==> config.mk <==
export PLATFORM = sky130hd
export DESIGN_NAME = button_conditioner
export DESIGN_NICKNAME = d
export VERILOG_FILES = /design/src/rtl/button_conditioner.sv
export SDC_FILE = /design/constraint.sdc
export NUM_CORES = 1
export LEC_CHECK = 0
export BUFFER_PORTS_ARGS = -buffer_cell sky130_fd_sc_hd__buf_2
export CORE_MARGIN = 5
export CORE_UTILIZATION = 50
export CTS_BUF_LIST = sky130_fd_sc_hd__clkbuf_4 sky130_fd_sc_hd__clkbuf_8
export CTS_CLUSTER_SIZE = 40
export DETAILED_ROUTE_END_ITERATION = 16
export PLACE_DENSITY_LB_ADDON = 0.2
export RECOVER_POWER = 25
export SLEW_MARGIN = 20
export SYNTH_ARGS = -nofsm -noshare
export SYNTH_HDL_FRONTEND = slang
export SYNTH_HIERARCHICAL = 1
export SYNTH_SLANG_ARGS = --single-unit
export TNS_END_PERCENT = 10
==> constraint.sdc <==
create_clock -name clk -period 2.2 [get_ports clk]
set_input_delay 0.22 -clock clk [delete_from_list [all_inputs] [get_ports clk]]
set_output_delay 0.22 -clock clk [all_outputs]
set_load 0.01 [all_outputs]
==> src/rtl/button_conditioner.sv <==
// Two-channel pushbutton conditioner: each raw key is synchronized, debounced by a
// four-state qualifier, and turned into a registered level plus a one-cycle strobe.

module button_conditioner_channel #(
  parameter int unsigned DB_CYCLES = 500000
) (
  input  logic clk,
  input  logic rst,
  input  logic i_keyRaw,
  output logic o_levelNext,
  output logic o_accept
);

  localparam int CW = (DB_CYCLES > 1) ? $clog2(DB_CYCLES) : 1;
  localparam logic [CW-1:0] LAST = CW'(DB_CYCLES - 1);

  typedef enum logic [1:0] {
    IDLE,
    PRESS_WAIT,
    PRESSED,
    RELEASE_WAIT
  } state_t;

  logic [1:0]    r_sync;
  state_t        r_state;
  state_t        w_stateNext;
  logic [CW-1:0] r_count;
  logic [CW-1:0] w_countNext;
  logic          w_keySync;

  assign w_keySync = r_sync[1];

  always_ff @(posedge clk) begin
    if (rst) begin
      r_sync  <= 2'b11;
      r_state <= IDLE;
      r_count <= '0;
    end else begin
      r_sync  <= {r_sync[0], i_keyRaw};
      r_state <= w_stateNext;
      r_count <= w_countNext;
    end
  end

  // The counter only advances while the key disagrees with the debounced level.
  always_comb begin
    w_stateNext = r_state;
    w_countNext = r_count;
    o_accept    = 1'b0;
    case (r_state)
      IDLE: begin
        if (!w_keySync) begin
          w_stateNext = PRESS_WAIT;
          w_countNext = '0;
        end
      end
      PRESS_WAIT: begin
        if (w_keySync) begin
          w_stateNext = IDLE;
        end else if (r_count == LAST) begin
          w_stateNext = PRESSED;
          o_accept    = 1'b1;
        end else begin
          w_countNext = r_count + 1'b1;
        end
      end
      PRESSED: begin
        if (w_keySync) begin
          w_stateNext = RELEASE_WAIT;
          w_countNext = '0;
        end
      end
      RELEASE_WAIT: begin
        if (!w_keySync) begin
          w_stateNext = PRESSED;
        end else if (r_count == LAST) begin
          w_stateNext = IDLE;
        end else begin
          w_countNext = r_count + 1'b1;
        end
      end
      default: begin
        w_stateNext = IDLE;
        w_countNext = '0;
      end
    endcase
  end

  assign o_levelNext = (w_stateNext == PRESSED) || (w_stateNext == RELEASE_WAIT);

endmodule

module button_conditioner #(
  parameter int unsigned DB_CYCLES = 500000
) (
  input  logic clk,
  input  logic rst,
  input  logic key_decrement,
  input  logic key_reset,
  output logic btn_decrement,
  output logic btn_reset,
  output logic dec_pulse,
  output logic rst_pulse
);

  logic w_decLevelNext;
  logic w_decAccept;
  logic w_rstLevelNext;
  logic w_rstAccept;

  button_conditioner_channel #(.DB_CYCLES(DB_CYCLES)) u_decChannel (
    .clk         (clk),
    .rst         (rst),
    .i_keyRaw    (key_decrement),
    .o_levelNext (w_decLevelNext),
    .o_accept    (w_decAccept)
  );

  button_conditioner_channel #(.DB_CYCLES(DB_CYCLES)) u_rstChannel (
    .clk         (clk),
    .rst         (rst),
    .i_keyRaw    (key_reset),
    .o_levelNext (w_rstLevelNext),
    .o_accept    (w_rstAccept)
  );

  // Reset masks the decrement outputs in the same cycle it is visible, so a
  // decrement accepted while reset is held is dropped rather than strobed later.
  always_ff @(posedge clk) begin
    if (rst) begin
      btn_decrement <= 1'b1;
      btn_reset     <= 1'b0;
      dec_pulse     <= 1'b0;
      rst_pulse     <= 1'b0;
    end else begin
      btn_decrement <= ~(w_decLevelNext & ~w_rstLevelNext);
      btn_reset     <= w_rstLevelNext;
      dec_pulse     <= w_decAccept & ~w_rstLevelNext;
      rst_pulse     <= w_rstAccept;
    end
  end

endmodule
==> flow_summary.ini <==
[clock_network]
postCtsSetupBuffers = 0
cts_root_buffer = clkbuf_8
tritoncts = built
numCtsBuffers = 5
hold_buffers = 0
cts_resized = 0
cts.path.max_buffers = 2
htreeDepth = 2
clock_latency_ns = 0.29
clkSinkCount = 50
path_clk_slew_ns = 0.09

[floorplanning]
fp-row-count = 26
dieWidth_um = 82.3
dieArea_mm2 = 0.00677
core_mm2 = 0.00507
pin_count = 8
start_util = 0.515
dieHeight_um = 82.3

[worst_setup_path]
r2r_cells = 6
timing.critical_path.buf_inv = 0
worstPathArrival_ns = 2.20
startpoint_type = register
r2r_slack_ns = 0.20
r2r-start = u_rstChannel/r_count[0]$_SDFFE_PP0P_
crit_path_cell_trace = ha_1, nand4_1, or2_1, o21ai_4, a21oi_1, a211oi_1
cp_max_fo = 16
cp_slowest_cell = o21ai_4
cp_top_family = compound AO/OA/AOI/OAI gates
crit_path_end_kind = register
critPathRequiredTime_ns = 2.39
r2r_end = u_rstChannel/r_count[13]$_SDFFE_PP0P_
crit_type = reg2reg
slowest_delay_ns = 0.42

[sta]
period_minus_slack_ns = 2.00
tightestPinTransition_ns = 0.527
drv_slew = 0
slew_headroom = 0.649
final_hold_viol_count = 0
tns_ns = 0
fin_crit_sh = 0.910
clock.fmax_mhz = 500
final.setup_skew_ns = 0.0103
rsz0062_at_grt = false
setup_viol_count_final = 0

[worst_hold_path]
min_from = key_decrement
hold_end = u_decChannel/r_sync[0]$_SDFF_PP1_
hold_path.class = in2reg
holdPathStages = 2

[yosys]
synth_top_area_cell = dfxtp_1
ys_seq_area_frac = 0.383
synth_area_per_cell_um2 = 8.70
synth_top_family_by_area = simple AND/OR/NAND/NOR gates
ys_types = 47
synth_adder_area_share = 0.00958
yosys_warnings = 6
synth_top_area_frac = 0.383
yosys.area_share.simple = 0.325
synth-compound-area-share = 0.215
synth.area.top_cells = dfxtp_1 38%, a21oi_1 4.6%, nand2_1 4.6%
ys_ff_latch = 50
synth_xor_area_frac = 0.0125
synthCells = 300
syn_area_mm2 = 0.00261
synthMuxAreaShare = 0.00767
synth_nets = 306

[global_routing]
grt_max_degree = 31
grt_pass1_wl_mm = 9.49
overflow = 0
grt_pass1_vias = 1967
antenna_found_initial = 0
grtUsageTotal = 0.177

[job]
maxCapViolCount = 0

[finish]
syn_to_final_growth_pct = 6.04
n_antenna_cell = 0
fin_cells = 373
num-nets-final = 308
finalInstanceArea_mm2 = 0.00277
final_common_cell = dfxtp_1
final_cell_mix = 50 x dfxtp_1, 32 x nand2_1, 24 x a21oi_1
final_layout_size_suffix_gt1_frac = 0.129

[route]
dr.pass1.iters = 4
drtIter0Drc = 175
route.detailed.drc = 0
avgViaCountPerCell = 6.04
antenna_left = 0
wl_per_cell_um = 15.2
vias = 2253
routed_wl_mm = 5.68

[place]
hpwl_mm = 3.77
place_inst = 365
gp_congestion = 0.797
place_area_mm2 = 0.00268
io_buffers = 7

[pwr]
p_per_area_mw_per_mm2 = 556
leakage_nw = 0.875
ir_drop_uv = 291

[status]
outcome = finished clean
[power by group]
part	switching (W)	internal [W]	total, W
Sequential	0.00000292	0.000909	0.000912
Combinational	0.0000515	0.0000216	0.0000730
Clock	0.000289	0.000267	0.000556
Total	0.000344	0.00120	0.00154
[kinds of logic (layout without fill, tap and decap cells)]
group,Yosys count,count (layout)
adders and majority gates,2,2
and+or+nand+nor,140,140
AOI/OAI and AO/OA,80,80
DFF,50,50
muxes,2,2
xor gates and xnor gates,2,2
buffers and inverters,24,27
[worst reg2reg max path, cell delays in order, from the launching register on]
cell and delay (ns):
dfxtp_1 0.40, ha_1 0.23, nand4_1 0.16, or2_1 0.33
o21ai_4 0.42, a21oi_1 0.08, a211oi_1 0.28
[worst max-delay path by stage]
stage	start	to	slack (ns)	depth (start not counted)
6_report	u_rstChannel/r_count[0]$_SDFFE_PP0P_	u_rstChannel/r_count[13]$_SDFFE_PP0P_	0.20	6
3_3_place_gp	u_decChannel/r_count[0]$_SDFFE_PP0P_	u_decChannel/r_count[13]$_SDFFE_PP0P_	0.31	6
2_1_floorplan	u_decChannel/r_count[0]$_SDFFE_PP0P_	u_decChannel/r_count[6]$_SDFFE_PP0P_	0.48	7
5_1_grt	u_decChannel/r_count[0]$_SDFFE_PP0P_	u_decChannel/r_count[13]$_SDFFE_PP0P_	0.03	6
4_1_cts	u_rstChannel/r_count[0]$_SDFFE_PP0P_	u_rstChannel/r_count[13]$_SDFFE_PP0P_	0.24	6
3_5_place_dp	u_decChannel/r_count[0]$_SDFFE_PP0P_	u_decChannel/r_count[13]$_SDFFE_PP0P_	0.28	6
[Yosys cell counts (all sizes together)]
| library cell | n |
|---|---|
| dfxtp | 50 |
| nand2 | 32 |
| a21oi | 24 |
| nand3 | 22 |
| o21ai | 16 |
| nand4 | 14 |
| clkbuf | 10 |
| nor2 | 10 |
| a31o | 8 |
| buf | 8 |
| nor3 | 8 |
| nor4 | 8 |
| a21o | 6 |
| and4 | 6 |
| inv | 6 |
| or2 | 6 |
| or3 | 6 |
| or4 | 6 |
| a32o | 4 |
| and2 | 4 |
| nor2b | 4 |
| nor4b | 4 |
| o21a | 4 |
| o32ai | 4 |
| a211oi | 2 |
| a21boi | 2 |
| a2bb2oi | 2 |
| a31oi | 2 |
| a41oi | 2 |
| and3 | 2 |
| and4bb | 2 |
| ha | 2 |
| mux2i | 2 |
| nand3b | 2 |
| nand4b | 2 |
| o211ai | 2 |
| o31ai | 2 |
| xnor2 | 2 |
| nor3b | 1 |
| or3b | 1 |
[metrics by stage]
step           power [W]  setup WS, ns  utilization  hold slack (ns)
2_1_floorplan   0.000984         0.480            -            0.292
3_3_place_gp     0.00100         0.311        0.528            0.395
3_5_place_dp     0.00100         0.281        0.528            0.399
4_1_cts          0.00156         0.236        0.547            0.105
5_1_grt          0.00160        0.0269        0.546            0.103
6_report         0.00154         0.199        0.546            0.114
[routing by layer]
metal	vias to the layer above	routed length (um)	part of all wire	track usage
met5	-	0	0	0
met4	0	27	0.0048	0.0449
met3	2	269	0.047	0.0260
met2	55	2410	0.42	0.257
met1	1048	2980	0.52	0.271
li1	1148	-	-	-
[sequential cells by signal, summed over array words and instances, names as in the netlist]
signal	count
u_rstChannel/r_count	19
dec_pulse	1
u_decChannel/r_sync	2
rst_pulse	1
btn_reset	1
u_rstChannel/r_sync	2
u_rstChannel/r_state	2
u_decChannel/r_count	19
btn_decrement	1
u_decChannel/r_state	2
[cell type report]
type	count	area [um2]
Clock buffer	7	90.1
Multi-Input combinational cell	226	1490
Fill cell	491	2310
Inverter	6	22.5
Clock inverter	1	5.00
Timing Repair Buffer	13	75.1
Tap cell	70	87.6
Sequential cell	50	1000
Power figures use the tool's default switching activity.
